--- src/rtl/dmem_store_buffer.sv ---
// dmem_store_buffer: data-memory stage with a FIFO store buffer, lazy drain and store-to-load forwarding.
// Optional macro STBUF_COALESCE_EN merges a store into an existing buffered entry with the same word index.
module dmem_store_buffer #(
    parameter int DEPTH     = 4,
    parameter int MEM_WORDS = 64
) (
    input  logic                     clk,
    input  logic                     reset,
    input  logic [31:0]              ALUOutM,
    input  logic [31:0]              WriteDataM,
    input  logic                     MemWriteM,
    output logic [31:0]              ReadDataM,
    output logic                     sb_empty,
    output logic [$clog2(DEPTH):0]   sb_count
);
    localparam int PW = $clog2(DEPTH);
    localparam int IW = $clog2(MEM_WORDS);

    logic [DEPTH-1:0] valid;
    logic [IW-1:0]    idxArr  [DEPTH];
    logic [31:0]      dataArr [DEPTH];
    logic [31:0]      ram     [MEM_WORDS];
    logic [PW-1:0]    head, tail;
    logic [PW:0]      count, countNext;
    logic [IW-1:0]    wIdx;
    logic [DEPTH-1:0] hitVec;
    logic             full, drain, enq, coalesce;

    assign wIdx = ALUOutM[IW+1:2];

    always_comb begin
        hitVec = '0;
        for (int i = 0; i < DEPTH; i++) hitVec[i] = valid[i] && (idxArr[i] == wIdx);
    end

    assign full      = count == (PW+1)'(DEPTH);
    assign drain     = (count != '0) && (!MemWriteM || full);
    assign enq       = MemWriteM && !coalesce;
    assign countNext = count + {{PW{1'b0}}, enq} - {{PW{1'b0}}, drain};
    assign sb_count  = count;

`ifdef STBUF_COALESCE_EN
    logic [PW-1:0] hitPos;
    logic [31:0]   fwdData;

    always_comb begin
        hitPos = '0;
        for (int i = 0; i < DEPTH; i++) if (hitVec[i]) hitPos = PW'(i);
    end

    // A hit on the head that is leaving this edge cannot absorb the store.
    assign coalesce = MemWriteM && (|hitVec) && !(drain && hitPos == head);

    always_comb begin
        fwdData = '0;
        for (int i = 0; i < DEPTH; i++) fwdData = fwdData | (dataArr[i] & {32{hitVec[i]}});
        ReadDataM = (|hitVec) ? fwdData : ram[wIdx];
    end

    always_ff @(posedge clk) begin
        if (enq) begin
            idxArr[tail]  <= wIdx;
            dataArr[tail] <= WriteDataM;
        end
        if (coalesce) dataArr[hitPos] <= WriteDataM;
    end
`else
    logic [PW-1:0] fwdPos;

    assign coalesce = 1'b0;

    // Walk oldest to youngest so the youngest matching entry wins.
    always_comb begin
        fwdPos    = head;
        ReadDataM = ram[wIdx];
        for (int i = 0; i < DEPTH; i++) begin
            fwdPos = head + PW'(i);
            if (hitVec[fwdPos]) ReadDataM = dataArr[fwdPos];
        end
    end

    always_ff @(posedge clk) begin
        if (enq) begin
            idxArr[tail]  <= wIdx;
            dataArr[tail] <= WriteDataM;
        end
    end
`endif

    always_ff @(posedge clk or negedge reset) begin
        if (!reset) begin
            valid    <= '0;
            head     <= '0;
            tail     <= '0;
            count    <= '0;
            sb_empty <= 1'b1;
        end else begin
            if (drain) begin
                valid[head] <= 1'b0;
                head        <= head + 1'b1;
            end
            if (enq) begin
                valid[tail] <= 1'b1;
                tail        <= tail + 1'b1;
            end
            count    <= countNext;
            sb_empty <= countNext == '0;
        end
    end

    // Gated by reset so a drain never lands in RAM while reset is held.
    always_ff @(posedge clk) begin
        if (reset && drain) ram[idxArr[head]] <= dataArr[head];
    end
endmodule

--- config.mk ---
export PLATFORM = sky130hd
export DESIGN_NAME = dmem_store_buffer
export DESIGN_NICKNAME = d
export VERILOG_FILES = /design/src/rtl/dmem_store_buffer.sv
export SDC_FILE = /design/constraint.sdc
export NUM_CORES = 2
export LEC_CHECK = 0
export CORE_ASPECT_RATIO = 2
export CORE_MARGIN = 3
export CORE_UTILIZATION = 35
export CTS_CLUSTER_DIAMETER = 80
export CTS_CLUSTER_SIZE = 8
export DETAILED_ROUTE_END_ITERATION = 10
export SYNTH_ARGS = -nofsm -noshare
export SYNTH_HDL_FRONTEND = slang
export SYNTH_SLANG_ARGS = --single-unit
--- constraint.sdc ---
create_clock -name clk -period 4.4 [get_ports clk]
set_input_delay 1.1 -clock clk [delete_from_list [all_inputs] [get_ports clk]]
set_output_delay 1.1 -clock clk [all_outputs]
set_load 0.01 [all_outputs]
# == Word level (Yosys, flattened, before mapping) ==
# Memories as Yosys holds them, arrays and structs flattened.
# Index checks and enable logic that the tools add are counted.
# word_totals
memories,3
ramBits,2200
in_bits,67
word_cells,63
output_inout_bits,36
reg_bits,12
# memory_table
name,words,width,read_ports,rd_ports_with_merged_regs,write_ports,line,text
ram,64,32,1,0,1,22,logic [31:0] ram [MEM_WORDS];
dataArr,4,32,4,0,1,21,logic [31:0] dataArr [DEPTH];
idxArr,4,6,5,0,1,20,logic [IW-1:0] idxArr [DEPTH];
# op_classes
muxes,22
bitwise_logic,3
n_eq_ne,5
order_cmp,7
reduce_logical,12
addsub,6
# op_table
cell,n
2-to-1 mux 32 bit,4
equality test 6 bit,4
less-than comparator 2 x 3 -> 1 bit (second input constant),5
2-to-1 mux 1 bit,10
binary-select mux 1 bit (select 2 bit),4
logical AND 1 bit,8
2-to-1 mux 4 bit,2
adder 2 x 1 -> 2 bit (second input constant),2
adder 2 bit (second input constant),2
AND 4 bit,1
demux 1 bit (select 2 bit),2
>= comparator 2 x 1 -> 1 bit (second input constant),2
NOT 4 bit,1
bitwise OR 4 bit,1
adder 3 x 1 -> 3 bit,1
equality test 3 bit (second input constant),1
zero test 3 bit,1
nonzero test 3 bit,1
subtractor 3 x 1 -> 3 bit,1
zero test 1 bit,1
logical OR 1 bit,1

# == Longest topological paths before layout ==
# depth
depth_word,9
depth_mapped,13
mapped_depth_nobuf,11

# == Least setup slack after synthesis ==
# OpenSTA, ideal clock, no wires.
# synth_timing
path_kind,input to output
startpoint,in ALUOutM[2]
endpoint,out ReadDataM[8]
cell_stages,10
path_buffers,5
slack_ns,0.173
t_arrival_ns,3.127
required_ns,3.300
path_cell_list,buf_4 buf_6 buf_6 buf_6 buf_2 mux4_2 a22oi_1 nand4b_1 o31ai_1 a21oi_1
# synth_between
elab_chain_cells,8
word_cells_on_any_way,21
cone_classes,4 x eq/ne; 12 x mux; 4 x reduce/logical; 1 x memory
# synth_lines
element,line,text
start: declaration,9,"input logic [31:0] ALUOutM,"
"parallel branches: the longest is 7 deep, another holds memory read (64 x 32 bit)",n/a,
2-to-1 mux 32 bit (*),78,if (hitVec[fwdPos]) ReadDataM = dataArr[fwdPos];
end: declaration,12,"output logic [31:0] ReadDataM,"
# Mark *: on every way between the ends. The select of a mux whose other input is x is not followed.

# == Worst setup path in the final report ==
# layout_timing
startpoint,in ALUOutM[2]
endpoint,out ReadDataM[27]
# Same word-level chain as after synthesis.

==> flow_summary.yaml <==
yosys:
  synth_top_area_cell: "edfxtp_1"
  synth.area.top_cells: "edfxtp_1, mux4_2, mux2i_1, a22oi_1, buf_2"
  synth-edff-count: 2200
  avgSynthCellArea_um2: 21.3
  synth.distinct_cells: 56
  synthFlopType: "edfxtp_1"
  synth_seq_cells: 2212
  ys.warnings.count: 0
  synthesis.nets: 4208
  ys_seq_area_frac: 0.755
  synthCells: 4130
  synthesis.area_mm2: 0.0879
  ys_async_sr_fraction: 0.00542
  synth_top_area_frac: 0.751
worst_setup_path:
  critPathMaxStageDelay_ns: 0.60
  required_ns: 3.30
  crit_chain: "buf_16, buf_8, xor2_2, or4_4, mux4_2, nand2_4, buf_6, buf_16, buf_8, o22ai_2, a21oi_2, buf_2"
  cp.arrival_ns: 3.71
  critical_path.slowest_cell: "mux4_2"
  critPathCaptureType: "output port"
  critPathLaunchType: "input pin"
  cp_max_fo: 5
  crit_type: "input pin to output port"
placement:
  dp_cells: 7819
  post-place-ws_ns: -1.58
  hpwlAfterDp_um: 171000
  place_congestion: 0.885
  port_buffers: 76
  place_area_mm2: 0.0979
global_route:
  grt_pass1_vias: 50300
  grt_max_degree: 75
  grt_overflow: 0
  grt_first_pass_wirelength_um: 374000
  grt.total_usage: 0.203
  grt_antenna_before_repair: 4
cts:
  cts_tree: "yes"
  insertion_delay_ns: 0.85
  clock-sinks: 2212
  cts_htree_levels: 5
  cts_buffer_depth: 4
  numCtsBuffers: 318
  cts_root_buf: "clkbuf_16"
  cts.clk_slew.worst_paths_ns: 0.05
routing:
  drtAntennaViolNets: 0
  drt-total-wl_um: 266000
  vias_per_cell: 5.68
  drtPass1Iterations: 6
  drt_iter0_drc: 4138
  vias: 47100
  drc: 0
  wl_per_cell_um: 32.1
layout:
  area_growth_pct: 24.9
  final_layout_size_suffix_gt1_frac: 0.388
  nFillCells: 20800
  layout_common_cells: "edfxtp_1, mux4_2, buf_4"
  layout_commonest_cell: "edfxtp_1"
  design_area_mm2: 0.110
  layoutNonFillerInstCount: 8285
  finish.utilization: 0.440
  finish.net_count: 5069
sta:
  fmax_ghz: 0.208
  layout_setup_ws_ns: -0.413
  finalHoldViolCount: 0
  drv_slew: 0
  rsz0062_at_grt: "true"
  clock_skew_ns: 0.0277
  setup_viol: 32
  timing.final.crit_share: 1.09
  maxSlewHeadroom: 0.322
  worst_pin_slew_ns: 1.02
  period_minus_slack_ns: 4.81
  holdWs_ns: 0.500
floorplanning:
  ioPinCount: 103
  die-area_mm2: 0.258
  start_util: 0.353
  die_y_um: 715
  core_mm2: 0.249
  fp-row-count: 259
  die_w_um: 360
power_and_ir_drop:
  power.density_mw_per_mm2: 566
  ir_worst_vdd_mv: 0.828
  leakagePower_nw: 35.6
outcome:
  violations: "negative setup slack"
  outcome: "finished, violations left"
min_path:
  hp-class: "flip-flop to flip-flop"
flow_run:
  drv_cap: 0
-- metal layers --
| layer | part of all wire | wire length (um) | GRT usage | vias up |
|---|---|---|---|---|
| li1 | - | - | - | 19200 |
| met1 | 0.32 | 84800 | 0.206 | 25200 |
| met2 | 0.55 | 147000 | 0.390 | 2010 |
| met3 | 0.054 | 14300 | 0.0275 | 659 |
| met4 | 0.073 | 19500 | 0.127 | 0 |
| met5 | 0 | 0 | 0 | - |
-- cells by family after synthesis --
family,share of synthesized area
flops,0.755
xor+xnor,0.00279
mux,0.169
fa+ha+maj,0.00165
buf+inv,0.0153
simple gates,0.0211
compound gates,0.0356
-- layout make-up --
cell class	count	area, um2	area share
sequential	2212	66400	0.605
multi-input combinational	1659	22400	0.204
timing repair buffer	783	8460	0.0771
clock buffer	335	8210	0.0748
tap	3262	4080	0.0372
clock inverter	14	196	0.00179
inverter	17	63.8	0.000581
antenna	3	7.51	0.0000684
-- worst max-delay path: cells and delay by family --
kind	cells	cell delay, ns
buffers and inverters	6	0.87
and+or+nand+nor	2	0.75
muxes	1	0.60
xor gates and xnor gates	1	0.19
AOI/OAI and AO/OA	2	0.18
-- flip-flops by register name, summed over array words and instances (netlist names) --
signal / count
sb_count: 3
tail: 2
valid: 4
idxArr: 24
ram: 2048
dataArr: 128
sb_empty: 1
head: 2
-- path summary, 6_finish.rpt --
check / startpoint / to / slack, ns / depth (start not counted)
max reg2reg: head[0]$_DFFE_PN0P_ / ram[8][10]$_DFFE_PP_ / 0.52 / 8
min in group asynchronous: reset / valid[2]$_DFF_PN0_ / 0.53 / 1
min reg2reg: valid[1]$_DFF_PN0_ / valid[1]$_DFF_PN0_ / 0.50 / 1
max in group asynchronous: reset / sb_empty$_DFF_PN1_ / 3.34 / 2
min: valid[1]$_DFF_PN0_ / valid[1]$_DFF_PN0_ / 0.50 / 1
max: ALUOutM[2] / ReadDataM[27] / -0.41 / 12
-- report_power, final --
part	switching, mW	total [mW]	internal, mW
clock network	8.42	21.5	13.1
logic	8.55	12.3	3.77
registers	0.323	28.3	27.9
total	17.3	62.1	44.8
-- timing repair --
item	4_1_cts	5_1_grt
resized for setup	470	109
hold buffers	0	0
setup endpoints to repair	32	32
setup buffers	81	41
pin swaps	61	58
gates cloned	17	2
-- synthesized netlist by cell type, types with 8 or more instances --
library cell and instances:
nand4_1 29, xor2_1 15, o21ai_0 21, o41ai_1 8, dfrtp_1 11, buf_4 32, mux2i_1 236, a32oi_1 9
nor2_1 107, buf_2 104, a22oi_1 129, a221oi_1 47, xnor2_1 13, o22ai_1 83, a21oi_1 79, nor2b_1 31
and2_1 11, clkbuf_1 72, a21o_1 10, ha_1 10, nor3_1 29, nand2_1 68, nand3_1 62, buf_6 16
edfxtp_1 2200, inv_1 16, a211oi_1 32, mux4_2 554, buf_1 18, nand2b_1 12
-- metrics by stage --
step	total power, mW	setup TNS (ns)
after floorplan	34.7	0
after CTS	62.2	-11.35
final	62.1	-10.83
after detailed placement	40.3	-38.49
after global routing	63.8	-12.08
after global placement	39.9	-38.80
(Power assumes the default switching activity.)
